**config.mk**
```make
export PLATFORM = sky130hd
export DESIGN_NAME = seq_divider
export DESIGN_NICKNAME = d
export VERILOG_FILES = /design/src/rtl/div_pkg.sv /design/src/rtl/div_step.sv /design/src/rtl/seq_divider.sv
export SDC_FILE = /design/constraint.sdc
export NUM_CORES = 1
export LEC_CHECK = 0
export ABC_AREA = 0
export CAP_MARGIN = 20
export CORE_MARGIN = 8
export CORE_UTILIZATION = 35
export DETAILED_ROUTE_END_ITERATION = 10
export SETUP_SLACK_MARGIN = 0.5
export SYNTH_ARGS = -nofsm -noshare
export SYNTH_HDL_FRONTEND = slang
export SYNTH_SLANG_ARGS = --single-unit
```
**constraint.sdc**
```tcl
create_clock -name clk -period 3.2 [get_ports clk]
set_input_delay 0.64 -clock clk [delete_from_list [all_inputs] [get_ports clk]]
set_output_delay 0.64 -clock clk [all_outputs]
set_load 0.01 [all_outputs]
```
**src/rtl/div_pkg.sv**
```systemverilog
// Shared types and helpers for the multi-cycle HI/LO divider.
// The MIPS funct codes let upstream decode drive start/is_signed.
package div_pkg;

    typedef enum logic [1:0] {
        IDLE = 2'd0,
        CALC = 2'd1,
        FIX  = 2'd2
    } div_state_t;

    localparam logic [5:0] DIV  = 6'b011010;
    localparam logic [5:0] DIVU = 6'b011011;

    // Widest operand the helper handles; callers zero-extend and truncate.
    localparam int DIV_MAX_W = 64;

    // Two's-complement negate when neg is set. Low bits are correct for any
    // narrower width, so callers cast the result back down.
    function automatic logic [DIV_MAX_W-1:0] cond_neg(
        input logic [DIV_MAX_W-1:0] v,
        input logic                 neg
    );
        return neg ? -v : v;
    endfunction

endpackage

```
**src/rtl/div_step.sv**
```systemverilog
// One combinational restoring-division iteration on {prem, q}.
module div_step #(
    parameter int WIDTH = 32
) (
    input  logic [WIDTH-1:0] prem,
    input  logic [WIDTH-1:0] q,
    input  logic [WIDTH-1:0] divisor,
    output logic [WIDTH-1:0] prem_next,
    output logic [WIDTH-1:0] q_next
);

    logic [WIDTH:0] shifted;
    logic [WIDTH:0] diff;
    logic           neg;

    // prem < divisor holds between steps, so WIDTH+1 bits cover the
    // shifted value and bit WIDTH of the difference is a valid sign.
    assign shifted   = {prem, q[WIDTH-1]};
    assign diff      = shifted - {1'b0, divisor};
    assign neg       = diff[WIDTH];
    assign prem_next = neg ? shifted[WIDTH-1:0] : diff[WIDTH-1:0];
    assign q_next    = {q[WIDTH-2:0], ~neg};

endmodule

```
**src/rtl/seq_divider.sv**
```systemverilog
// Restoring divider, one quotient bit per clock, signed/unsigned, with
// start/busy/done handshake, divide-by-zero flag and abort on restart.
module seq_divider
    import div_pkg::*;
#(
    parameter int WIDTH = 32
) (
    input  logic               clk,
    input  logic               reset,
    input  logic               start,
    input  logic               is_signed,
    input  logic [WIDTH-1:0]   dividend,
    input  logic [WIDTH-1:0]   divisor,
    output logic               busy,
    output logic               done,
    output logic               div_by_zero,
    output logic [2*WIDTH-1:0] dataOut
);

    localparam int CW = $clog2(WIDTH + 1);

    div_state_t       state;
    logic [CW-1:0]    cnt;
    logic [WIDTH-1:0] prem, q, dvs, dvd_raw;
    logic             neg_q, neg_r, zero_dvs;

    logic [WIDTH-1:0] prem_nx, q_nx;
    logic [WIDTH-1:0] dvd_abs, dvs_abs, quot_fix, rem_fix;

    assign dvd_abs  = WIDTH'(cond_neg(DIV_MAX_W'(dividend), is_signed & dividend[WIDTH-1]));
    assign dvs_abs  = WIDTH'(cond_neg(DIV_MAX_W'(divisor), is_signed & divisor[WIDTH-1]));
    assign quot_fix = WIDTH'(cond_neg(DIV_MAX_W'(q), neg_q));
    assign rem_fix  = WIDTH'(cond_neg(DIV_MAX_W'(prem), neg_r));

    div_step #(.WIDTH(WIDTH)) u_step (
        .prem      (prem),
        .q         (q),
        .divisor   (dvs),
        .prem_next (prem_nx),
        .q_next    (q_nx)
    );

    always_ff @(posedge clk) begin
        if (!reset) begin
            state       <= IDLE;
            cnt         <= '0;
            prem        <= '0;
            q           <= '0;
            dvs         <= '0;
            dvd_raw     <= '0;
            neg_q       <= 1'b0;
            neg_r       <= 1'b0;
            zero_dvs    <= 1'b0;
            busy        <= 1'b0;
            done        <= 1'b0;
            div_by_zero <= 1'b0;
            dataOut     <= '0;
        end else begin
            done <= 1'b0;
            // A start in any state (including mid-flight) recaptures and restarts.
            if (start) begin
                state    <= CALC;
                busy     <= 1'b1;
                cnt      <= '0;
                prem     <= '0;
                q        <= dvd_abs;
                dvs      <= dvs_abs;
                dvd_raw  <= dividend;
                neg_q    <= is_signed & (dividend[WIDTH-1] ^ divisor[WIDTH-1]);
                neg_r    <= is_signed & dividend[WIDTH-1];
                zero_dvs <= (divisor == '0);
            end else begin
                case (state)
                    CALC: begin
                        prem <= prem_nx;
                        q    <= q_nx;
                        cnt  <= cnt + CW'(1);
                        if (cnt == CW'(WIDTH - 1))
                            state <= FIX;
                    end
                    FIX: begin
                        state       <= IDLE;
                        busy        <= 1'b0;
                        done        <= 1'b1;
                        div_by_zero <= zero_dvs;
                        dataOut     <= zero_dvs ? {dvd_raw, {WIDTH{1'b1}}}
                                                : {rem_fix, quot_fix};
                    end
                    default: state <= IDLE;
                endcase
            end
        end
    end

endmodule

```
== After elaboration in Yosys (flattened, before gate mapping) ==
Index checks and enable logic that the tools add are counted.

* Reduce and logical (&&, ||, !) cells: 6
* Add/sub/neg operators: 6
* Equal/unequal tests: 4
* Bitwise gates (word level): 8
* Muxes and demuxes: 14

{| class="wikitable"
|+ Operators by type and width
! cell !! count
|-
| 2-to-1 mux 32 bit || 7
|-
| negator 32 bit || 4
|-
| 2-to-1 mux 64 bit || 1
|-
| subtractor 33 x 32 -> 33 bit || 1
|-
| zero test 32 bit || 1
|-
| adder 6 x 1 -> 6 bit, second input constant || 1
|-
| equality test 6 x 5 -> 1 bit, second input constant || 1
|-
| 2-to-1 mux 1 bit || 6
|-
| inverter 1 bit || 4
|-
| nonzero test 2 bit || 2
|-
| bitwise AND 1 bit || 3
|-
| != test 3 bit, second input constant || 1
|-
| OR reduction 3 bit || 1
|-
| equality test 2 x 1 -> 1 bit, second input constant || 1
|-
| equality test 2 bit, second input constant || 1
|-
| AND reduction 2 bit || 1
|-
| OR reduction 2 bit || 1
|-
| bitwise XOR 1 bit || 1
|}

* Output and inout port bits: 67
* Word-level logic and storage cells: 52
* Register bits after elaboration: 206

== Depth between registers and ports, before layout ==
* Depth in word-level cells: 4
* Mapped depth: 12
* Gate-level depth less buffers: 11

== Modules after synthesis ==
From an unflattened synthesis, not the netlist that was laid out.

* Cells, all modules: 1,670
* Area total of the unflattened synthesis: 13,101.3 µm²

{| class="wikitable"
|+ By module, submodules not included
! module !! seq. area each (µm²) !! instances !! cells each !! area each (µm²)
|-
| seq_divider || 4,124.0 || 1 || 1,328 || 10,612.7
|-
| div_step || 0.0 || 1 || 342 || 2,488.6
|}

== Least setup slack after synthesis ==
No wires, ideal clock.

* Kind: reg-to-reg
* From: register q[31]
* To: register prem[28]
* Period minus slack after synthesis: 3,067 ps
* Path slack: 133 ps
* Stages on the path, launching flop included: 13
* Buffers on the path: 1
* Data arrival time: 2,997 ps
* Path through: dfxtp_1 > inv_1 > ha_1 > fa_1 > nand2b_1 > a21o_1 > a32oi_1 > a21bo_2 > a31oi_1 > xnor2_1 > clkbuf_1 > nand4_1 > a21oi_1

* Word-level cells in the longest chain between the ends: 2

{| class="wikitable"
|+ Ends and longest elaborated chain
! what !! RTL line !! RTL
|-
| from (decl) || seq_divider.sv:24 || <nowiki>logic [WIDTH-1:0] prem, q, dvs, dvd_raw;</nowiki>
|-
| from (signal assigned) || seq_divider.sv:66 || <nowiki>q <= dvd_abs;</nowiki>
|-
| from (signal assigned) || seq_divider.sv:76 || <nowiki>q <= q_nx;</nowiki>
|-
| subtractor 33 x 32 -> 33 bit || div_step.sv:19 || <nowiki>assign diff = shifted - {1'b0, divisor};</nowiki>
|-
| 2-to-1 mux 32 bit || div_step.sv:21 || <nowiki>assign prem_next = neg ? shifted[WIDTH-1:0] : diff[WIDTH-1:0];</nowiki>
|-
| to (signal assigned) || seq_divider.sv:75 || <nowiki>prem <= prem_nx;</nowiki>
|-
| to (decl) || seq_divider.sv:24 ||
|}

No other way between the ends.
A chain may end at the register's enable or synchronous reset.

== Final worst setup path ==
* From: register q[31]
* To: register prem[30]

The elaborated chain is that of the path after synthesis.

==> flow_metrics.env <==
export IMPL_cts_tree="built"
export IMPL_yosysMostFrequentCell="dfxtp_1"
export IMPL_pwr_share_comb=0.253
export IMPL_fin_crit_ps=2900
export IMPL_worst_setup_path_end_kind="flop"
export IMPL_clk_pin_slew_ps=60
export IMPL_antenna_cells=0
export IMPL_leakagePower_nw=6.10
export IMPL_drv_cap=0
export IMPL_cp_data_required_time_ps=3670
export IMPL_antenna_found_initial=0
export IMPL_synthMuxAreaShare=0.0375
export IMPL_cp_slowest_cell="dfxtp_2"
export IMPL_clock_sinks=206
export IMPL_clkLatencyLatePin_ps=530
export IMPL_synth_top_area_cell="dfxtp_1"
export IMPL_multiInputGateArea_um2=8090
export IMPL_placed_area_um2=14700
export IMPL_root_buffer="clkbuf_16"
export IMPL_synthSimpleGateAreaFrac=0.201
export IMPL_initial_core_util=0.355
export IMPL_port_buffers=134
export IMPL_die_h_um=203
export IMPL_die_area_um2=41100
export IMPL_syn2layout_area_growth_pct=33.5
export IMPL_final_cell_area_um2=16300
export IMPL_path_max_fanout=5
export IMPL_grt_overflow=0
export IMPL_synth_common_cells="dfxtp_1, nand2_1, o21ai_0"
export IMPL_grt_pass1_vias=11719
export IMPL_grt_pass1_wl_mm=61.9
export IMPL_cts_path_max_buffers=3
export IMPL_numCtsBuffers=24
export IMPL_wirelength_mm=39.0
export IMPL_drcViolationCount=0
export IMPL_grt_max_degree=99
export IMPL_internal_power_mw=5.19
export IMPL_max_stage_delay_ps=360
export IMPL_hold_path_cell_count=2
export IMPL_timing_final_hold_violations=0
export IMPL_worstHoldPathType="flop to flop"
export IMPL_synth_top_cells_by_area="dfxtp_1, o21ai_0, xor2_1"
export IMPL_crit_type="flop to flop"
export IMPL_status="finished, final reports clean"
export IMPL_min_from="div_by_zero"
export IMPL_p_seq_frac=0.377
export IMPL_synth_edff_count=0
export IMPL_gp_congestion=0.895
export IMPL_cp_start_kind="flop"
export IMPL_rsz0062_at_grt="yes"
export IMPL_track_usage=0.180
export IMPL_synth_cell_types=63
export IMPL_dp_hpwl_mm=28.2
export IMPL_max_vdd_ir_drop_mv=0.345
export IMPL_synth_compound_area_frac=0.245
export IMPL_fmax_ghz=0.345
export IMPL_ys_warn_count=0
export IMPL_worst_slew_pin_slew_ps=768
export IMPL_drtIter0Drc=690
export IMPL_slew_limit_headroom=0.486
export IMPL_power_per_cell_area_nw_per_um2=455
export IMPL_netlist_area_um2=12200
export IMPL_synth_top_cell_area_share=0.338
export IMPL_clockPowerShare=0.371
export IMPL_synth_seq_cells=206
export IMPL_setup_viol=0
export IMPL_fp_dieW_um=203
export IMPL_cts_hold_buf=0
export IMPL_nets=1891
export IMPL_wl_per_cell_um=17.3
export IMPL_ant_nets=0
export IMPL_post_route_period_util=0.906
export IMPL_yosys_area_share_xor_xnor=0.0939
export IMPL_ys_seq_area_frac=0.338
export IMPL_yosys_most_used_dff="dfxtp_1"
export IMPL_cp_startpoint="q[31]"
export IMPL_fillers=3410
export IMPL_p_sw_mw=2.22
export IMPL_critPathArrivalTime_ps=3370
export IMPL_register_area_um2=4140
export IMPL_io_pins=135
export IMPL_synth_adder_area_share=0.0395
export IMPL_synthArstFlopShare=0
export IMPL_fin_skew_ps=29.4
export IMPL_swShare=0.300
export IMPL_vias_per_cell=5.37
export IMPL_core_um2=34500
export IMPL_power_mw=7.42
export IMPL_fp_row_count=68
export IMPL_reg2regPathDepth=13
export IMPL_maxSlewViolCount=0
export IMPL_worstPathCellList="inv_4 > ha_4 > fa_2 > nand2b_4 > a21o_1 > a32oi_2 > a21bo_2 > a31oi_4 > xor2_4 > buf_12 > buf_16 > a221o_1 > a21oi_2"
export IMPL_drive_gt1_frac=0.156
export IMPL_htreeDepth=1
export IMPL_syn_avg_cell_area_um2=7.64
export IMPL_synth_fp_nets=1705
export IMPL_first_pass_iters=5
export IMPL_r2r_start="q[31]"
export IMPL_synth_cells=1599
export IMPL_vias=12123
export IMPL_synth_top_family_by_area="compound AO/OA/AOI/OAI gates"
## flip-flops by register name, indices dropped and copies added (netlist names), 2 cells and up
| signal | flops |
|---|---|
| q | 32 |
| cnt | 6 |
| dataOut | 64 |
| state | 2 |
| prem | 32 |
| dvs | 32 |
| dvd_raw | 32 |
## repair_timing
item | in CTS | in global routing
pin swaps | 40 | 58
endpoints found under the setup margin | 48 | 64
cloned | 4 | 0
hold endpoints to repair | 0 | 0
buffers inserted | 21 | 6
resized for setup | 50 | 90
## routing by layer
metal  wire length, um  track usage  vias to the layer above
li1                  -            -                     6121
met1             18000        0.239                     5626
met2             18100        0.300                      310
met3              1990       0.0249                       66
met4               943       0.0515                        0
met5                 0            0                        -
## power groups by stage
stage          logic [mW]  registers (mW)  clock network, mW
6_report             1.87            2.79               2.75
3_3_place_gp         1.50            2.84                  0
5_1_grt              2.04            2.81               2.93
3_5_place_dp         1.51            2.84                  0
4_1_cts              1.73            2.79               2.81
2_1_floorplan        1.03            2.81                  0
## worst paths after layout
| kind | to | slack, ps |
|---|---|---|
| hold reg to reg | div_by_zero | 460 |
| setup / recovery | prem[30] | 300 |
| setup reg to reg | prem[30] | 300 |
| hold / removal | div_by_zero | 460 |
## through the flow
| step | setup WS [ps] | instances | util | setup TNS [ps] | hold slack [ps] |
|---|---|---|---|---|---|
| 3_5_place_dp | -80.4 | 2182 | 0.425 | -130 | 452 |
| 3_3_place_gp | -53.4 | 2181 | 0.425 | -79.5 | 444 |
| 5_1_grt | 197 | 2257 | 0.473 | 0 | 477 |
| 6_report | 301 | 2257 | 0.473 | 0 | 455 |
| 2_1_floorplan | 344 | 1599 | - | 0 | 429 |
| 4_1_cts | 266 | 2250 | 0.461 | 0 | 460 |
## kinds of logic after synthesis
kind of cell	count (synthesis)
multiplexers	45
XOR/XNOR	131
adder cells (fa/ha/maj)	38
AND/OR/NAND/NOR	541
buffers and inverters	148
flip-flops	206
AO/OA/AOI/OAI	490
## cell usage in the layout, fill, tap and decap left out, types with 15 or more instances in the layout
master           instances
dfxtp_1                197
nand2_1                176
nor2_1                 148
o21ai_0                146
clkdlybuf4s50_1        129
a21oi_1                121
buf_4                   95
xor2_1                  90
inv_1                   51
nor3_1                  50
nand3_1                 39
xnor2_1                 38
mux2i_1                 38
a31oi_1                 31
a211oi_1                31
ha_1                    30
o31ai_1                 25
clkbuf_16               25
o21ai_1                 19
nand2_2                 18
a21oi_2                 15
a311oi_1                15
## critical path: cells and delay by family, from the launching register on
kind                       cells  cell delay (ps)
AOI/OAI and AO/OA              6             1230
xor gates and xnor gates       1              240
adders and majority gates      2              490
buffers and inverters          3              370
DFF                            1              360
and+or+nand+nor                1              150
## cell type report
type / count / share of cell area
inverter: 54 / 0.0127
tap: 455 / 0.0349
clock buffer: 39 / 0.0459
timing repair buffer: 254 / 0.154
clock inverter: 4 / 0.00292
multi-input combinational: 1245 / 0.496
sequential: 206 / 0.254
Power figures use the tool's default switching activity.
==> edit (config.mk and constraints unchanged) <==
`WIDTH` is set to 32 in 2 places; all go to 16.
--- a/src/rtl/div_step.sv
+++ b/src/rtl/div_step.sv
@@ -2,3 +2,3 @@
 module div_step #(
-    parameter int WIDTH = 32
+    parameter int WIDTH = 16
 ) (
--- a/src/rtl/seq_divider.sv
+++ b/src/rtl/seq_divider.sv
@@ -5,3 +5,3 @@
 #(
-    parameter int WIDTH = 32
+    parameter int WIDTH = 16
 ) (
Interface: changed (resized dataOut, dividend and divisor); port bits go from 135 to 71. No check against the original RTL was run, so the function may have changed too.
==> edit against the original RTL <==
  * First-iteration DRC count is 49% lower
  * Wire length is 56% lower
  * Global-route usage is 3.0 points lower
  * Synthesized area is 48% lower
  * Power is 57% lower
  * Core utilization is 4.4 points lower
  * Die area is 44% lower
  * Via count is 53% lower
  * Combinational power is 66% lower
  * Design area is 53% lower
  * Sequential cell count is 97 lower
  * Setup slack better by 0.37 ns
  * Highest routed layer unchanged
==> edit: results <==
[clocking]
clock_path_buffers = 2
cts_sinks = 109
path_clk_slew_ns = 0.08
clk_latency_ns = 0.36
htree_levels = 3

[drt]
route.met2.wl_um = 7660
routedWlPerCell_um = 15.57
viasPerCell = 5.199
m1WireLength_um = 8415
wl_met3_um = 808

[layout]
nonClkBufAreaFrac_pct = 11.54
num-nets-final = 922
largest_reg_flops = 32
signal_buffers = 95
clkbuf_count = 10
multiInputGateArea_sq_um = 3958
final-clk-cell-share_pct = 3.663
drive_above_1_share_pct = 6.567
fillCellCount = 1841
regArea_sq_um = 2185
nMultiInputCombCells = 617

[placement]
place_congestion = 0.8634
io_buffer_count = 70

[global_routing]
grt_pass1_wl_um = 27570
grt_pass1_vias = 5354
grt_start_max_net_pins = 52
grtUsageMet1_pct = 20.42

[synthesis]
syn_nets = 864
synth_common_cells = "nand2_1 (110), dfxtp_1 (109), a21oi_1 (72), o21ai_0 (66), nor2_1 (44)"

[setup_path]
crit_slowest_cell = "dfxtp_1"
cp_max_fo = 8
cp.arrival_ns = 2.77
max_stage_delay_ns = 0.53
critPathLaunch = "prem[5]"

[timing]
relSlewSlack_pct = 45.09
fin_worst_skew_ns = 0.01322

[run_status]
status = "completed"

[hold_path]
hold_path.startpoint = "dataOut[24]"

[power_and_ir_drop]
pg_comb_w = 0.000641
-- edit: cell types whose count changed in the layout (fill, tap and decap cells not counted), moves of 50 or more --
cell,unedited run,this run
o21ai_0,146,66
buf_4,95,24
nor2_1,148,43
dfxtp_1,197,107
nand2_1,176,110
a21oi_1,121,71
clkdlybuf4s50_1,129,68
xor2_1,90,32
-- edit: worst reg2reg max path, delay by kind of cell, from the launching register on --
| family | cells | cell delay (ns) |
|---|---|---|
| AO/OA/AOI/OAI | 6 | 1.45 |
| flip-flops | 1 | 0.53 |
| adder cells (fa/ha/maj) | 1 | 0.36 |
| AND/OR/NAND/NOR | 1 | 0.08 |
-- edit: worst paths after layout --
path,to,slack (ns),cells past startpoint
max reg2reg,prem[15],0.67,8
min,dataOut[24],0.46,2
max,prem[15],0.67,8
min reg2reg,dataOut[24],0.46,2
-- edit: timing repair --
action / in CTS / in global routing
resized for setup: 2 / 9
pin swaps: 1 / 4
setup buffers: 1 / 1
endpoints found under the setup margin: 17 / 18
-- edit: through the flow --
stage / util [%] / setup slack, ns / instances / total power, W / instance area, sq um
final: 42.97 / 0.6664 / 1097 / 0.003208 / 7719
after global routing: 42.97 / 0.4848 / 1097 / 0.003363 / 7719
after CTS: 42.69 / 0.5458 / 1096 / 0.003226 / 7669
after detailed placement: 41.07 / 0.2406 / 1079 / 0.002120 / 7377
after floorplan: - / 0.5462 / 805 / 0.001925 / 6411
after global placement: 41.07 / 0.3140 / 1079 / 0.002117 / 7377
-- edit: cells by family (layout without fill, tap and decap cells) --
family                   count (synthesis)  in the layout  synth area share, %
AO/OA/AOI/OAI                          222            222                21.86
XOR/XNOR                                67             67                9.153
adder cells (fa/ha/maj)                 23             23                4.606
buffers and inverters                   79            142                4.918
flip-flops                             109            109                34.04
multiplexers                            32             32                4.996
AND/OR/NAND/NOR                        273            273                20.43
